## src/rtl/comp_seq.sv

```systemverilog
// Multi-cycle magnitude comparator: compares two WIDTH-bit operands CHUNK bits per cycle, MSB chunk first.
// Define COMP_EARLY_EXIT_EN to stop on the first differing chunk; otherwise latency is always NCHUNK.
module comp_seq #(
    parameter int WIDTH = 32,
    parameter int CHUNK = 8
) (
    input  logic             clock,
    input  logic             reset,
    input  logic             in_valid,
    output logic             in_ready,
    input  logic [WIDTH-1:0] data_operandA,
    input  logic [WIDTH-1:0] data_operandB,
    input  logic             is_signed,
    output logic             out_valid,
    input  logic             out_ready,
    output logic [1:0]       output_comp
);

    localparam int NCHUNK = WIDTH / CHUNK;
    localparam int IDX_W  = (NCHUNK > 1) ? $clog2(NCHUNK) : 1;
    localparam logic [IDX_W-1:0] IDX_MAX   = IDX_W'(NCHUNK - 1);
    localparam logic [WIDTH-1:0] SIGN_MASK = WIDTH'(1) << (WIDTH - 1);

    typedef enum logic [1:0] {
        IDLE,
        RUN,
        DONE
    } state_t;

    state_t           state_reg;
    logic [WIDTH-1:0] a_reg;
    logic [WIDTH-1:0] b_reg;
    logic [IDX_W-1:0] idx_reg;
    logic [1:0]       sticky_reg;

    logic [CHUNK-1:0] a_chunk [NCHUNK];
    logic [CHUNK-1:0] b_chunk [NCHUNK];
    logic [CHUNK-1:0] cur_a;
    logic [CHUNK-1:0] cur_b;
    logic             chunk_diff;
    logic [1:0]       chunk_res;
    logic [1:0]       res_next;
    logic             last_chunk;

    for (genvar gi = 0; gi < NCHUNK; gi++) begin : g_chunk
        assign a_chunk[gi] = a_reg[gi*CHUNK +: CHUNK];
        assign b_chunk[gi] = b_reg[gi*CHUNK +: CHUNK];
    end

    assign cur_a      = a_chunk[idx_reg];
    assign cur_b      = b_chunk[idx_reg];
    assign chunk_diff = (cur_a != cur_b);
    assign chunk_res  = (cur_a < cur_b) ? 2'd1 : 2'd2;

    // The first recorded difference wins; later chunks are less significant.
    assign res_next = (sticky_reg != 2'd0) ? sticky_reg :
                      (chunk_diff ? chunk_res : 2'd0);

`ifdef COMP_EARLY_EXIT_EN
    assign last_chunk = (idx_reg == '0) || chunk_diff;
`else
    assign last_chunk = (idx_reg == '0);
`endif

    assign in_ready = (state_reg == IDLE) && !reset;

    always_ff @(posedge clock) begin
        if (reset) begin
            state_reg   <= IDLE;
            a_reg       <= '0;
            b_reg       <= '0;
            idx_reg     <= IDX_MAX;
            sticky_reg  <= 2'd0;
            out_valid   <= 1'b0;
            output_comp <= 2'd0;
        end else begin
            case (state_reg)
                IDLE: begin
                    if (in_valid) begin
                        // Flipping the sign bits maps two's-complement order onto unsigned order.
                        a_reg      <= is_signed ? (data_operandA ^ SIGN_MASK) : data_operandA;
                        b_reg      <= is_signed ? (data_operandB ^ SIGN_MASK) : data_operandB;
                        idx_reg    <= IDX_MAX;
                        sticky_reg <= 2'd0;
                        state_reg  <= RUN;
                    end
                end
                RUN: begin
                    sticky_reg <= res_next;
                    if (last_chunk) begin
                        output_comp <= res_next;
                        out_valid   <= 1'b1;
                        state_reg   <= DONE;
                    end else begin
                        idx_reg <= idx_reg - 1'b1;
                    end
                end
                DONE: begin
                    if (out_ready) begin
                        out_valid <= 1'b0;
                        state_reg <= IDLE;
                    end
                end
                default: state_reg <= IDLE;
            endcase
        end
    end

endmodule

```

## config.mk

```make
export PLATFORM = sky130hd
export DESIGN_NAME = comp_seq
export DESIGN_NICKNAME = d
export VERILOG_FILES = /design/src/rtl/comp_seq.sv
export SDC_FILE = /design/constraint.sdc
export NUM_CORES = 1
export LEC_CHECK = 0
export ABC_AREA = 1
export CAP_MARGIN = 20
export CORE_AREA = 5 5 83 85
export CTS_BUF_LIST = sky130_fd_sc_hd__clkbuf_2
export DETAILED_ROUTE_END_ITERATION = 12
export DIE_AREA = 0 0 88 90
export PLACE_DENSITY = 0.88
export SYNTH_ARGS = -nofsm -noshare
export SYNTH_HDL_FRONTEND = slang
export SYNTH_SLANG_ARGS = --single-unit
```

## constraint.sdc

```tcl
create_clock -name clock -period 3.8 [get_ports clock]
set_input_delay 1.14 -clock clock [delete_from_list [all_inputs] [get_ports clock]]
set_output_delay 1.14 -clock clock [all_outputs]
set_load 0.01 [all_outputs]
```

==> metrics.md, run 1 <==
| Metric | Value |
|---|---|
| Final worst slack | 0.402 ns |
| FILL cells | 519 |
| CTS Buffer Depth | 2 |
| Pwr per Cell Area | 447 mW/mm² |
| Worst-path fanout max | 2 |
| HP Class | reg2reg |
| Root Driver | clkbuf_2 |
| Met3 Resource Use GR | 0.0356 |
| Syn Nets | 529 |
| Worst path required time | 2.66 ns |
| Slew Limit Headroom | 0.397 |
| Layout Area Growth over Synthesis | 25.6% |
| Total track usage | 0.209 |
| Met1 GRT Util | 0.277 |
| Peak supply drop | around 270 µV |
| Vias in the first global route | 2943 |
| FMAX | 294 MHz |
| Xor and xnor area share after synthesis | 0.00535 |
| Max-cap violations | 0 |
| CTS hold repair buffers | 0 |
| FP Rows | 29 |
| I/O pin count | 73 |
| Die H | 90 µm |
| Top FF cell, synth | dfxtp_1 |
| Clock Skews | 0.0144 ns |
| Post-route ant nets | 0 |
| Synth Register Bits | between 70 and 80 |
| Detailed Route Iter0 Violations | 251 |
| Core Region | 0.00613 mm² |
| Yosys warnings | 0 |
| Hold_ws | 0.490 ns |
| Crit share post-route | 0.894 |
| WP data arrival | 2.26 ns |
| Die footprint | 0.00792 mm² |
| Mux cell area share after synthesis | 0 |
| Num CTS Buffers | 9 |
| Postcts setup bufs | 0 |
| Cells after Synth | 451 |
| Crit. End Element | primary output |
| Drt first pass iters | 5 |
| N_diodes | 0 |
| Vias per Instance | 5.38 |
| Final Non-Filler Cells | between 500 and 600 |
| Multi-input combinational cell area | about 0.0016 mm² |
| Pre-CTS setup slack | 0.408 ns |
| Setup-failing EPs final | 0 |
| Hold Fails Final Rpt | 0 |
| EDFF count, synth | 0 |
| Initial core utilization | 0.534 |
| Post-synthesis average cell area | 7.26 µm² |
| Tmin final | roughly 3.4 ns |
| Synthesized area | 0.00327 mm² |
| Initial antenna violation count | 0 |
| Largest net degree at the start of global routing | 66 |
| RSZ-0062 raised after global routing | false |
| Met2 Usage GRT | 0.330 |
| Setup TNS | 0 ns |
| WL/cell | 13.7 µm |
| Largest family of logic cells by synthesized area | simple AND/OR/NAND/NOR gates |
| Outcome | finished clean |
| CTS H-tree lvls | 3 |
| Seq/Total Area, Yosys | 0.446 |
| Port bufs | slightly above 70 |
| Layout Utilization | 0.671 |
| Gpl congestion | 0.825 |
| Post-Route WL | ~8.1 mm |
| Die X | a little under 90 µm |
| Peak-usage layer in the global routing report | met2 |
| Slew Viols, Final | 0 |
| Number of distinct library cells after synthesis | 28 |
| Fraction of the mapped netlist area in adder cells | 0.0344 |
| Simple-gate share of the synthesized area | 0.232 |
| Commonest non-fill, non-tap cell in the layout | nor2_1 |
| Via count | roughly 3200 |
| Clock-pin slew on the worst setup and hold paths | 0.18 ns |
| Synth Area in Compound Gates | 0.208 |
| FFs w/ async S/R, synth | 0 |
| Worst Max-Slew Pin Slew | 0.903 ns |
| Worst-Skew Late Latency | 0.50 ns |
| CTS resizes | 0 |
| Nets | 589 |
| CTS sink count | 73 |
| Reg area | about 0.0015 mm² |
| Remaining global-route overflow | 0 |
| Most frequent cells in the layout | nor2_1, dfxtp_1, o21ai_0, clkdlybuf4s50_1, nand2_1 |
| First-pass GRT wire length | 13.3 mm |
| Share of cells above drive strength 1 | 0.0543 |
| Hpwl dp | approximately 5.7 mm |
| Worst Setup Start Kind | primary input |
| CTS tree | built |
| # DRC | 0 |
| Leakage | 1.70 nW |
| Setup CP Type | in2out |
| Cells after DPL | 577 |
[power by group]
group	switching, mW	internal [mW]	leakage (nW)
registers	0.0361	0.832	0.604
logic	0.235	0.191	1.01
clock network	0.267	0.278	0.0931
total	0.538	1.30	1.70
[routing by layer]
metal | share of wire | vias up
met5 | 0 | -
met2 | 0.48 | 128
met1 | 0.43 | 1433
li1 | - | 1609
met3 | 0.068 | 21
met4 | 0.024 | 0
[stage by stage]
stage / cell area [µm²] / power [mW]
floorplan: 3270 / 1.17
global placement: 3960 / 1.29
detailed placement: 3960 / 1.31
CTS: 4110 / 1.84
global route: 4110 / 1.94
finish: 4110 / 1.84
[worst paths after layout]
path                                  from              to  slack (ns)  cells after the start
worst max-delay path                 reset        in_ready        0.40                      3
worst min-delay path             out_valid       out_valid        0.49                      2
worst min register to register   out_valid       out_valid        0.49                      2
worst max register to register  idx_reg[1]  output_comp[0]        1.55                     12
[cell type report]
type | instances | area share
timing repair buffer | 79 | 0.188
multi-input combinational | 332 | 0.381
inverter | 16 | 0.0146
clock inverter | 7 | 0.0265
tap | 77 | 0.0234
clock buffer | 9 | 0.0110
sequential | 73 | 0.355
[kinds of logic (layout without fill, tap and decap cells)]
group                    after synthesis  in the layout
AO/OA/AOI/OAI                        123            123
adder cells (fa/ha/maj)                9              9
XOR/XNOR                               2              2
buffers and inverters                 46            111
AND/OR/NAND/NOR                      198            198
flip-flops                            73             73
[worst max-delay path, cell delays in order]
cell and delay, ns:
clkdlybuf4s50_1 0.41, nor3_1 0.14, clkdlybuf4s50_1 0.56
[cells in the mapped netlist (4+ instances only)]
| master | n | share of area |
|---|---|---|
| o21ai_1 | 12 | 0.018 |
| a21oi_1 | 17 | 0.026 |
| clkbuf_1 | 9 | 0.010 |
| nand3_1 | 4 | 0.0061 |
| dfxtp_1 | 73 | 0.45 |
| nand2_1 | 41 | 0.047 |
| ha_1 | 9 | 0.034 |
| buf_2 | 11 | 0.017 |
| a32o_1 | 7 | 0.021 |
| buf_6 | 6 | 0.021 |
| nor2_1 | 149 | 0.17 |
| inv_1 | 13 | 0.015 |
| o21ai_0 | 72 | 0.11 |
| o22ai_1 | 8 | 0.015 |
No activity file was read; power rests on OpenSTA's default activity.
==> run 2: changes to the inputs <==
- CORE_AREA: 5 5 83 85 -> 4 4 82 84
- DIE_AREA: 0 0 88 90 -> 0 0 86 88
==> metrics.md, run 2 (synthesis gave the netlist of run 1 again) <==
| Metric | Value |
|---|---|
| Most used cell, CP | clkdlybuf4s50_1 |
| CTS tree | built |
| Vias in the first global route | 2897 (-1.6%) |
| Post-Route WL | 8.25 mm (+1.8%) |
| CP Launch Point | reset |
| Layout Area Growth over Synthesis | 25.6% (unchanged) |
| WP data arrival | 2.25 ns (about the same) |
| Final total power | 1.86 mW (+0.88%) |
| Crit. End Element | primary output |
| Setup TNS | 0 ns (unchanged) |
| Die X | 86 µm (-2.3%) |
| Root Driver | clkbuf_2 |
| Die H | 88 µm (-2.2%) |
| Via count | 3200 (+0.28%) |
| Worst setup path endpoint | in_ready |
| Postcts setup bufs | 0 (unchanged) |
| Tmin final | 3.39 ns (-0.00342 ns) |
| Largest net degree at the start of global routing | 70 (+6.1%) |
| Drt first pass iters | 4 (-1) |
| Slew Viols, Final | 0 (unchanged) |
| Die footprint | 0.00757 mm² (-4.4%) |
| Vias per Instance | 5.43 (+0.96%) |
| Gpl congestion | 0.790 (-4.3%) |
| Initial core utilization | 0.553 (+0.0191) |
| Worst path required time | 2.66 ns (about the same) |
| Outcome | finished clean |
| Leakage | 1.70 nW (-0.15%) |
| N_diodes | 0 (unchanged) |
| Detailed Route Iter0 Violations | 231 (-8.0%) |
| CTS Buffer Depth | 2 (unchanged) |
| WL/cell | 14.0 µm (+2.5%) |
| Crit share post-route | 0.893 (-0.000901) |
| I/O pin count | 73 (unchanged) |
| CP cell instances | clkdlybuf4s50_1 -> nor3_1 -> clkdlybuf4s50_1 |
| R2R Setup Slk | 1.50 ns (-0.05 ns) |
| Core Region | 0.00592 mm² (-3.4%) |
| CTS resizes | 0 (unchanged) |
| Worst-path fanout max | 2 (unchanged) |
| R2R cell count | 12 (unchanged) |
| Slowest cell on crit path | clkdlybuf4s50_1 |
| Hpwl dp | 5.53 mm (-2.8%) |
| Slowest cell delay on critical path | 0.56 ns (about the same) |
| Pre-CTS setup slack | 0.401 ns (-0.00658 ns) |
| RSZ-0062 raised after global routing | false |
| WP buf/inv | 2 (unchanged) |
| Peak supply drop | 279 µV (+2.7%) |
| # DRC | 0 (unchanged) |
| Worst-Skew Late Latency | 0.51 ns (about the same) |
| FMAX | 295 MHz (+0.10%) |
| Worst Max-Slew Pin Slew | 0.567 ns (-0.336 ns) |
| Worst Setup Start Kind | primary input |
| Hold Fails Final Rpt | 0 (unchanged) |
| Critical R2R Launch | idx_reg[1] |
| Remaining global-route overflow | 0 (unchanged) |
| Commonest non-fill, non-tap cell in the layout | nor2_1 |
| Pwr per Cell Area | 451 mW/mm² (+0.88%) |
| Clock-pin slew on the worst setup and hold paths | 0.18 ns (about the same) |
| FILL cells | 513 (-1.2%) |
| Number of cells on the critical path | 3 (unchanged) |
| Reg area | 0.00146 mm² (unchanged) |
| Setup CP Type | in2out |
| HP Class | reg2reg |
| Slew Limit Headroom | 0.621 (+0.224) |
| Max-cap violations | 0 (unchanged) |
| CTS hold repair buffers | 0 (unchanged) |
| Num CTS Buffers | 9 (unchanged) |
| Nets | 587 (-0.34%) |
| Final worst slack | 0.405 ns (+0.00342 ns) |
| CTS sink count | 73 (unchanged) |
| Total track usage | 0.220 (+0.0110) |
| Port bufs | 72 (unchanged) |
| Post-route ant nets | 0 (unchanged) |
| Setup-failing EPs final | 0 (unchanged) |
| Multi-input combinational cell area | 0.00157 mm² (unchanged) |
| Most frequent cells in the layout | nor2_1, dfxtp_1, o21ai_0, clkdlybuf4s50_1, nand2_1 |
| Clock Skews | 0.0349 ns (+0.0205 ns) |
| Share of cells above drive strength 1 | 0.0525 (-0.00173) |
| Layout Utilization | 0.695 (+0.0240) |
| CTS H-tree lvls | 3 (unchanged) |
| Critical R2R Capture | output_comp[0] |
| First-pass GRT wire length | 13.2 mm (-1.2%) |
| Initial antenna violation count | 0 (unchanged) |
| Top Family by Delay on Critical Path | buffers and inverters |
| FP Rows | 28 (-3.4%) |
-- run 2: changes by cell type in the layout (fill, tap and decap cells not counted), sizes merged --
cell    before  now
clkinv       4    2
clkbuf       9   11
buf          7    5
-- run 2: how the worst min path moves through the flow --
stage	start	slack, ns	to	cells after the start
6_report	out_valid	0.48	out_valid	2
5_1_grt	out_valid	0.51	out_valid	2
2_1_floorplan	b_reg[31]	0.42	b_reg[31]	2
4_1_cts	b_reg[31]	0.48	b_reg[31]	2
3_5_place_dp	out_valid	0.46	out_valid	2
3_3_place_gp	b_reg[31]	0.45	b_reg[31]	2
-- run 2: routing by layer --
metal	vias up	global-route usage	routed length (µm)
li1	1597	-	-
met1	1458	0.285	3590
met2	122	0.352	3860
met3	23	0.0395	571
met4	0	0.114	225
met5	-	0	0
-- run 2: cell type report --
cell class	count	area share
clock buffers	11	0.0134
clock inverters	5	0.0253
inverters	16	0.0146
multi-input cells	332	0.381
flip-flops and latches	73	0.355
well taps	75	0.0228
repair buffers	77	0.187
-- run 2: metrics by stage --
step,hold WS (ns),cell area (µm²),std cells
2_1_floorplan,0.424,3270,451
3_3_place_gp,0.451,3950,573
3_5_place_dp,0.455,3950,573
4_1_cts,0.480,4110,589
5_1_grt,0.511,4110,589
6_report,0.478,4110,589
-- run 2: worst reg2reg max path, stage by stage, from the launching register on --
cell     delay [ns]
dfxtp_1        0.45
inv_2          0.38
o21ai_0        0.21
nor2_1         0.13
a21oi_1        0.06
ha_1           0.31
nand2_1        0.07
nor2_1         0.22
a21oi_1        0.11
nand3_1        0.13
nand3_1        0.08
nand2_1        0.06
inv_1          0.03
-- run 2: where the power goes --
| group | leakage [nW] | internal (mW) | switching, mW | total [mW] |
|---|---|---|---|---|
| Combinational | 1.00 | 0.191 | 0.241 | 0.431 |
| Clock | 0.0961 | 0.290 | 0.266 | 0.555 |
| Sequential | 0.604 | 0.832 | 0.0365 | 0.869 |
| Total | 1.70 | 1.31 | 0.543 | 1.86 |
==> run 3: changes to the inputs <==
- CELL_PAD_IN_SITES_DETAIL_PLACEMENT: default -> 1
- CELL_PAD_IN_SITES_GLOBAL_PLACEMENT: default -> 2
- CORE_AREA: 4 4 82 84 -> 4 4 108 110
- DIE_AREA: 0 0 86 88 -> 0 0 112 114
- PLACE_DENSITY: 0.88 -> 0.89
==> metrics.md, run 3 (synthesis gave the netlist of run 1 again) <==
| Metric | Value |
|---|---|
| Layout Area Growth over Synthesis | 26.3% |
| Share of cells above drive strength 1 | 0.0506 (-0.00195) |
| Worst path required time | 2.66 ns (about the same) |
| Tmin final | 3.41 ns (+0.0198 ns) |
| Worst Setup Start Kind | primary input |
| WL/cell | 14.3 µm (+2.0%) |
| FILL cells | 1364 (+170%) |
| Final worst slack | 0.385 ns (-0.0198 ns) |
| Worst-path fanout max | 2 (unchanged) |
| Hold Fails Final Rpt | 0 (unchanged) |
| Setup CP Type | in2out |
| Leakage | 1.67 nW (-1.9%) |
| Clock Skews | 0.0159 ns (-0.0189 ns) |
| Worst-Skew Late Latency | 0.48 ns (-0.03 ns) |
| Most frequent cells in the layout | nor2_1, dfxtp_1, o21ai_0, clkdlybuf4s50_1, nand2_1 |
| FMAX | 293 MHz (-0.58%) |
| Max-cap violations | 0 (unchanged) |
| CTS tree | built |
| Pwr per Cell Area | 400 mW/mm² (-11%) |
| Detailed Route Iter0 Violations | 152 (-34%) |
| Critical R2R Launch | idx_reg[0] |
| CTS sink count | 73 (unchanged) |
| Gpl congestion | 0.738 (-6.6%) |
| # DRC | 0 (unchanged) |
| Die X | 112 µm (+30%) |
| CTS Buffer Depth | 2 (unchanged) |
| Hpwl dp | 6.63 mm (+20%) |
| Drt first pass iters | 4 (unchanged) |
| I/O pin count | 73 (unchanged) |
| Largest net degree at the start of global routing | 66 (-5.7%) |
| Worst Max-Slew Pin Slew | 0.637 ns (+0.0693 ns) |
| Die H | 114 µm (+30%) |
| Outcome | finished clean |
| Post-route ant nets | 0 (unchanged) |
| Nets | 588 (+0.17%) |
| FP Rows | 38 (+36%) |
| CP Launch Point | reset |
| HP Class | reg2reg |
| Post-Route WL | 9.36 mm (+13%) |
| Hold Startpoint | out_valid |
| Multi-input combinational cell area | 0.00157 mm² (unchanged) |
| Hold path cells | 2 (unchanged) |
| WP data arrival | 2.27 ns (+0.02 ns) |
| CTS resizes | 0 (unchanged) |
| Num CTS Buffers | 9 (unchanged) |
| Final total power | 1.65 mW (-11%) |
| First-pass GRT wire length | 15.4 mm (+17%) |
| Setup TNS | 0 ns (unchanged) |
| Die footprint | 0.0128 mm² (+69%) |
| CTS H-tree lvls | 3 (unchanged) |
| Crit share post-route | 0.899 (+0.00521) |
| Remaining global-route overflow | 0 (unchanged) |
| RSZ-0062 raised after global routing | false |
| Peak supply drop | 149 µV (-47%) |
| Setup-failing EPs final | 0 (unchanged) |
| Initial antenna violation count | 1 (+1) |
| Reg area | 0.00146 mm² (unchanged) |
| Root Driver | clkbuf_2 |
| Commonest non-fill, non-tap cell in the layout | nor2_1 |
| Final Non-Filler Cells | 655 (+11%) |
| Slew Limit Headroom | 0.575 (-0.0463) |
| Hold_ws | 0.483 ns (+0.00571 ns) |
| Pre-CTS setup slack | 0.391 ns (-0.0103 ns) |
| Clock-pin slew on the worst setup and hold paths | 0.18 ns (about the same) |
| Slew Viols, Final | 0 (unchanged) |
| Cells after DPL | 639 (+12%) |
| R2R cell count | 15 (+3) |
| Vias in the first global route | 3131 (+8.1%) |
| Port bufs | 72 (unchanged) |
| Postcts setup bufs | 0 (unchanged) |
| Total track usage | 0.151 (-0.0689) |
| Via count | 3117 (-2.6%) |
| Core Region | 0.0107 mm² (+81%) |
| Crit. End Element | primary output |
| CTS hold repair buffers | 0 (unchanged) |
| Vias per Instance | 4.76 (-12%) |
| Initial core utilization | 0.306 (-0.247) |
==> run 3: power by group <==
part           switching, mW  internal (mW)  leakage (nW)
combinational          0.246          0.193          1.01
clock                  0.260         0.0840        0.0552
sequential            0.0361          0.832         0.604
==> run 3: metal layers <==
layer	vias up	routed length, µm	GRT usage
li1	1598	-	-
met1	1426	4550	0.203
met2	78	4150	0.239
met3	15	433	0.0308
met4	0	228	0.0617
met5	-	0	0
==> run 3: worst max-delay path: stages <==
cell and delay [ns]:
clkdlybuf4s50_1 0.41, nor3_1 0.15, clkdlybuf4s50_1 0.57
==> run 3: area by class of cell <==
type,count,area share
diodes,1,0.000605
clock buffers,11,0.0133
clock inverters,4,0.00515
inverters,16,0.0145
multi-input cells,332,0.379
flip-flops and latches,73,0.354
well taps,140,0.0424
repair buffers,78,0.191
==> run 3: stage by stage <==
| step | instance area, µm² | utilization |
|---|---|---|
| detailed placement | 4060 | 0.379 |
| global route | 4130 | 0.386 |
| floorplan | 3270 | - |
| finish | 4130 | 0.386 |
| global placement | 4060 | 0.379 |
| CTS | 4130 | 0.386 |
==> run 3: final timing paths <==
| check | endpoint | slack (ns) |
|---|---|---|
| worst max-delay path | in_ready | 0.39 |
| worst min-delay path | out_valid | 0.48 |
| worst max register to register | output_comp[1] | 1.29 |
| worst min register to register | out_valid | 0.48 |
